<file path="config.mk">
export PLATFORM = sky130hd
export DESIGN_NAME = rr_arb_lock
export DESIGN_NICKNAME = d
export VERILOG_FILES = /design/src/rtl/rr_arb_lock.sv
export SDC_FILE = /design/constraint.sdc
export NUM_CORES = 1
export LEC_CHECK = 0
export ABC_AREA = 1
export BUFFER_PORTS_ARGS = -buffer_cell sky130_fd_sc_hd__buf_2
export CORE_MARGIN = 8
export CORE_UTILIZATION = 26
export DETAILED_ROUTE_END_ITERATION = 7
export REMOVE_ABC_BUFFERS = 1
export SYNTH_ARGS = -nofsm -noshare
export SYNTH_HDL_FRONTEND = slang
export SYNTH_SLANG_ARGS = --single-unit
</file>
<file path="constraint.sdc">
create_clock -name clock -period 6.5 [get_ports clock]
set_input_delay 0.975 -clock clock [delete_from_list [all_inputs] [get_ports clock]]
set_output_delay 0.975 -clock clock [all_outputs]
set_load 0.01 [all_outputs]
</file>
<file path="src/rtl/rr_arb_lock.sv">
// rr_arb_lock: registered N-way round-robin arbiter with grant lock; ARB_TIMEOUT_EN adds a hold limit and to_evict.
// Latency 1 cycle req->gnt; no backpressure, a grant is held until done, withdrawal, en low or (optional) timeout.
module rr_arb_lock #(
  parameter int NUM_REQ = 8,
  localparam int IDX_W = $clog2(NUM_REQ),
  parameter int MAX_HOLD = 16
) (
  input  logic               clock,
  input  logic               reset_n,
  input  logic [NUM_REQ-1:0] req,
  input  logic               en,
  input  logic               done,
  output logic [NUM_REQ-1:0] gnt,
  output logic               gnt_valid,
  output logic [IDX_W-1:0]   gnt_idx,
`ifdef ARB_TIMEOUT_EN
  output logic               to_evict,
`endif
  output logic               req_up
);

  if (NUM_REQ < 2 || MAX_HOLD < 1) begin : g_bad_param
    $error("rr_arb_lock: NUM_REQ must be >= 2 and MAX_HOLD >= 1");
  end

  typedef enum logic {IDLE, BUSY} state_t;

  state_t             state;
  logic [IDX_W-1:0]   ptr;
  logic               win_vld;
  logic [IDX_W-1:0]   win_idx;
  logic [IDX_W-1:0]   win_prev;
  logic [NUM_REQ-1:0] win_oh;
  logic               rel_cause;
  logic               rel_to;
  logic               rel;
  logic               grant_now;
  logic               drop_now;

  assign req_up = en & (|req);

  // Downward search with wrap starting at ptr; first set request wins.
  always_comb begin
    logic [IDX_W-1:0] cand;
    win_vld = 1'b0;
    win_idx = '0;
    cand    = ptr;
    for (int k = 0; k < NUM_REQ; k++) begin
      if (!win_vld && req[cand]) begin
        win_vld = 1'b1;
        win_idx = cand;
      end
      cand = (cand == '0) ? IDX_W'(NUM_REQ - 1) : cand - 1'b1;
    end
  end

  assign win_prev = (win_idx == '0) ? IDX_W'(NUM_REQ - 1) : win_idx - 1'b1;
  assign win_oh   = {{(NUM_REQ-1){1'b0}}, 1'b1} << win_idx;

`ifdef ARB_TIMEOUT_EN
  localparam int HC_W = $clog2(MAX_HOLD + 1);
  logic [HC_W-1:0] hold_cnt;

  // Timeout only counts as the cause when nothing else is releasing the grant.
  assign rel_to = (state == BUSY) && !rel_cause && (hold_cnt == HC_W'(MAX_HOLD - 1));
`else
  assign rel_to = 1'b0;
`endif

  always_comb begin
    rel_cause = done | ~req[gnt_idx] | ~en;
    rel       = (state == BUSY) && (rel_cause || rel_to);
    grant_now = en && win_vld && ((state == IDLE) || rel);
    drop_now  = rel && !grant_now;
  end

  always_ff @(posedge clock or negedge reset_n) begin
    if (!reset_n) begin
      state     <= IDLE;
      gnt       <= '0;
      gnt_valid <= 1'b0;
      gnt_idx   <= '0;
      ptr       <= IDX_W'(NUM_REQ - 1);
`ifdef ARB_TIMEOUT_EN
      hold_cnt  <= '0;
      to_evict  <= 1'b0;
`endif
    end else begin
`ifdef ARB_TIMEOUT_EN
      to_evict <= rel_to;
`endif
      if (grant_now) begin
        state     <= BUSY;
        gnt       <= win_oh;
        gnt_valid <= 1'b1;
        gnt_idx   <= win_idx;
        ptr       <= win_prev;
`ifdef ARB_TIMEOUT_EN
        hold_cnt  <= '0;
`endif
      end else if (drop_now) begin
        state     <= IDLE;
        gnt       <= '0;
        gnt_valid <= 1'b0;
        gnt_idx   <= '0;
      end
`ifdef ARB_TIMEOUT_EN
      else if (state == BUSY) begin
        hold_cnt <= hold_cnt + 1'b1;
      end
`endif
    end
  end

endmodule

</file>
Word level (Yosys, flattened, before mapping). Index checks and enable logic that the tools add are counted. Widths: inputs -> output; s select.

Register bits: 15. Input bits: 12. Output and inout port bits: 13. Word-level logic and storage cells: 106.

Add/subtract/negate cells: 8. Magnitude comparators: 9. Shifts and indexed selects: 1. Mux-type cells: 48. Bitwise logic cells: 6. Reductions and logical operators: 30.

Operators by type and width (count): $mux 3 (18); $lt 3x4->1 const B (9); $bmux 1 s3 (9); $logic_not 3->1 (8); $sub 3x1->3 const B (8); $mux 1 (19); $mux 8 (2); $logic_and 1x1->1 (11); $logic_not 1->1 (8); $reduce_or 8->1 (1); $shl 1x3->8 const A (1); $not 1->1 (3); $or 1x1->1 (2); $reduce_bool 2->1 (1); $and 1x1->1 (1); $logic_or 1x1->1 (1).

Depth between registers and ports, before layout.
Depth in word-level cells: 30. Mapped depth: 24. Depth with buffers taken out: 24.

Least setup slack after synthesis. No wires, ideal clock.

Kind: reg2reg. Start point: reg ptr[0]. End point: reg ptr[2]. Setup time: 0.083 ns. Data arrival time: 4.296 ns. Data required time: 6.417 ns. Path slack: 2.121 ns. Cell stages (with the launch flop): 24. Buffers on the path: 0. Period minus slack after synthesis: 4.379 ns. Cells stage by stage: dfstp_2 inv_1 ha_1 or2_0 nand2_2 nand2_1 nand2_2 inv_2 ha_1 ha_1 ha_1 ha_1 ha_1 nand2_1 inv_1 a21oi_1 nor3_2 inv_2 nand3_1 nand2_1 ha_1 or2_2 nand3_1 nand3_1.

Word-level cells in the longest chain between the ends: 26. Elaborated cells between the ends (all ways): 72. Classes of those cells: add/sub (8); mux (40); reduce/logical (24).

RTL lines: from (decl) (line 29) `logic [IDX_W-1:0] ptr;`; from (signal assigned) (line 83) `ptr <= IDX_W'(NUM_REQ - 1);`; from (signal assigned) (line 97) `ptr <= win_prev;`; parallel branches: the longest is 26 deep, another holds $sub 3x1->3.

Several ways; the timed one is not identified. The select of a mux whose other input is x is not followed. A chain may end at the register's enable or synchronous reset.

Worst setup path in the final report. Same ends and word-level chain as after synthesis.

==> out/qor.txt <==
cts bufs inserted -> 3
final setup violation count -> 0
# nets final -> 355
Global Route Usage Sum -> 10.70%
Yosys top cell by area -> nand2_1
Slew headroom -> 70.90%
r2r worst-path depth -> 24
clock transition at the registers of the reported paths -> 60 ps
fraction of layout cells with a size suffix above 1 -> 19.33%
routability cong. -> 0.8956
Avg Synthesized Cell Area -> 6.268 sq um
Area growth syn-to-layout -> 13.04%
vias per cell -> 4.584
Reg area -> 379.1 sq um
peak fanout along the critical path -> 24
#FFs+latches synth -> 15
placed cell areas -> 0.002101 sq mm
Compound-Gate Fraction of Synth Area -> 7.773%
reg-to-reg critical path endpoint -> ptr[2]$_DFFE_PN1P_
Post-Syn Instances -> 303
worst slew pin tran -> 436.5 ps
synth top area cells -> nand2_1, dfrtp_1, nand3_1
fin. max-slew vios -> 0
die area -> 0.01030 sq mm
Req. time, crit path -> 6680 ps
status -> complete, no violations
XOR/XNOR Fraction of Synth Area -> 0%
CP Launch Type -> register
pre-CTS WS -> 1434 ps
critical path's top delay family -> adder cells
origin of the critical flop-to-flop path -> ptr[0]$_DFFE_PN1P_
CORE AREA -> 0.007176 sq mm
WL final -> 5235 um
Die Wd -> 101.5 um
worst path buffer plus inverter count -> 4
GR Overflow Total -> 0
minimum clock period -> 5105 ps
Fmax -> 195.9 MHz
CTS sink cnt -> 15
Setup Total Neg Slack -> 0 ps
antenna-violating nets left -> 0
first-pass GRT wire length -> 8935 um
worst hold margin -> 471.8 ps
clk_lat worst skew -> 250 ps
post-synth top area share -> 23.12%
First-pass DRT Iterations -> 4
sequential share of the synthesized area -> 19.96%
multi-input logic area -> 0.001349 sq mm
HPWL Detailed -> 4235 um
Final Hold Viols -> 0
Initial Utilization -> 26.47%
fin area -> 0.002147 sq mm
DRC viols -> 0
Post-Syn Area -> 0.001899 sq mm
Die Height -> 101.5 um
crit path DAT -> 5280 ps
largest family of logic cells by synthesized area -> simple AND/OR/NAND/NOR gates
crit share post-route -> 78.53%
setup ws final -> 1395 ps
antenna violations before repair -> 0
Yosys Warn Count -> 0
Max Cap Viol -> 0
most used cell, CP -> ha_1
worst setup path end -> ptr[2]$_DFFE_PN1P_
RSZ-0062 raised after global routing -> false
total number of vias -> 1948
critical path class -> register to register
setup repair bufs after CTS -> 0
CP max-delay cell -> dfstp_2
largest net degree at the start of global routing -> 25
Worst Setup SP -> ptr[0]$_DFFE_PN1P_
vias in the first global route -> 1886
Post-CTS Hold Buffers -> 0
Worst path depth -> 24
Max clock buf depth -> 2
diodes inserted -> 0
number of I/O port buffers -> 24
setup slack, reg-to-reg -> 1400 ps
H-tree levels -> 1
critical path capture point type -> register
Synth Area in Simple Gates -> 52.70%
# IOs -> 25
row count -> 31
crit-path cells -> inv_1 > ha_1 > nor2_1 > nand2_1 > nand2_1 > nand2_1 > nand2_2 > inv_2 > ha_1 > ha_1 > ha_1 > ha_1 > ha_1 > nand2_1 > inv_1 > a21oi_1 > nor3_2 > inv_2 > nand3_1 > nand2_1 > ha_1 > or2_2 > nand3_1 > nand3_1
routed len/inst -> 12.32 um
fraction of synthesized area in multiplexers -> 0%
clk root buf -> clkbuf_8
clk_skew -> 1.618 ps
Yosys cell types -> 32
critical path's largest stage delay -> 810 ps
Resized cells post-CTS -> 0
Filler Cells Inserted -> 800
hold crit path type -> register to register
post-synthesis adder-cell area fraction -> 10.54%
CTS tree -> built
1st-iter DRT viols -> 106
HP Start -> gnt[6]$_DFFE_PN0P_
==> sequential cells by signal (all words and copies together), names as in the netlist <==
register / cells
gnt_idx: 3
ptr: 3
gnt: 8
state: 1
==> layout make-up <==
| cell class | count | area share [%] |
|---|---|---|
| clock inverters | 1 | 0.2331 |
| inverters | 34 | 6.002 |
| repair buffers | 24 | 5.594 |
| well taps | 99 | 5.769 |
| flip-flops and latches | 15 | 17.66 |
| clock buffers | 3 | 1.923 |
| multi-input cells | 249 | 62.82 |
==> cell families (layout without fill, tap and decap cells) <==
family	count (synthesis)	after routing
DFF	15	15
and+or+nand+nor	208	208
buffers and inverters	39	62
adders and majority gates	16	16
AOI/OAI and AO/OA	25	25
==> stage by stage <==
step	utilization (%)	instances
finish	29.92	425
global route	29.92	425
CTS	29.92	425
detailed placement	29.28	421
global placement	29.28	421
floorplan	-	298
==> synthesized netlist by cell type <==
cell	number
nand2_2	7
o21a_1	2
nand4_4	1
or2_2	1
nand4_1	3
nand3_4	1
o21ai_0	10
buf_4	2
nor2_1	11
nor2_2	2
nand3b_1	1
clkinv_2	1
inv_1	27
nor3_1	1
buf_2	1
inv_2	6
nand3_1	48
dfstp_2	3
dfrtp_1	12
o21ai_4	1
nor2_4	3
o21ai_1	2
o22ai_1	5
nand3_2	4
buf_6	2
nor4_1	2
ha_1	16
or2_0	1
nand2_4	4
nand2_1	117
a21oi_1	5
nor3_2	1
==> placed cells by master, fill, tap and decap left out, drive strengths merged <==
cell type,netlist,layout
nor2,16,16
buf,5,24
ha,16,16
dfstp,3,3
nor4,2,2
o21a,2,2
o21ai,13,13
or2,2,2
inv,33,33
clkinv,1,2
o22ai,5,5
clkbuf,0,3
a21oi,5,5
nand2,128,128
nor3,2,2
nand4,4,4
dfrtp,12,12
nand3,53,53
nand3b,1,1
==> worst min-delay path by stage <==
stage,endpoint,cells after the start
finish,gnt[6]$_DFFE_PN0P_,2
global route,gnt[6]$_DFFE_PN0P_,2
CTS,gnt[6]$_DFFE_PN0P_,2
detailed placement,gnt[5]$_DFFE_PN0P_,2
global placement,gnt[3]$_DFFE_PN0P_,2
floorplan,ptr[2]$_DFFE_PN1P_,2
==> per-layer routing <==
metal  vias up  track usage, %  part of all wire (%)
met2        32           17.76                    47
met3         8           1.924                   3.6
met5         -               0                     0
met1       879           13.47                    48
met4         0           3.895                   1.2
li1       1029               -                     -
==> worst min-delay path, stage by stage, from the launching register on <==
cell	delay (ps)
dfrtp_1	330
nand2_1	50
nand2_1	60
Power is not shown: default switching activity piles up to over one toggle a cycle in this logic, so the estimate is an artifact.
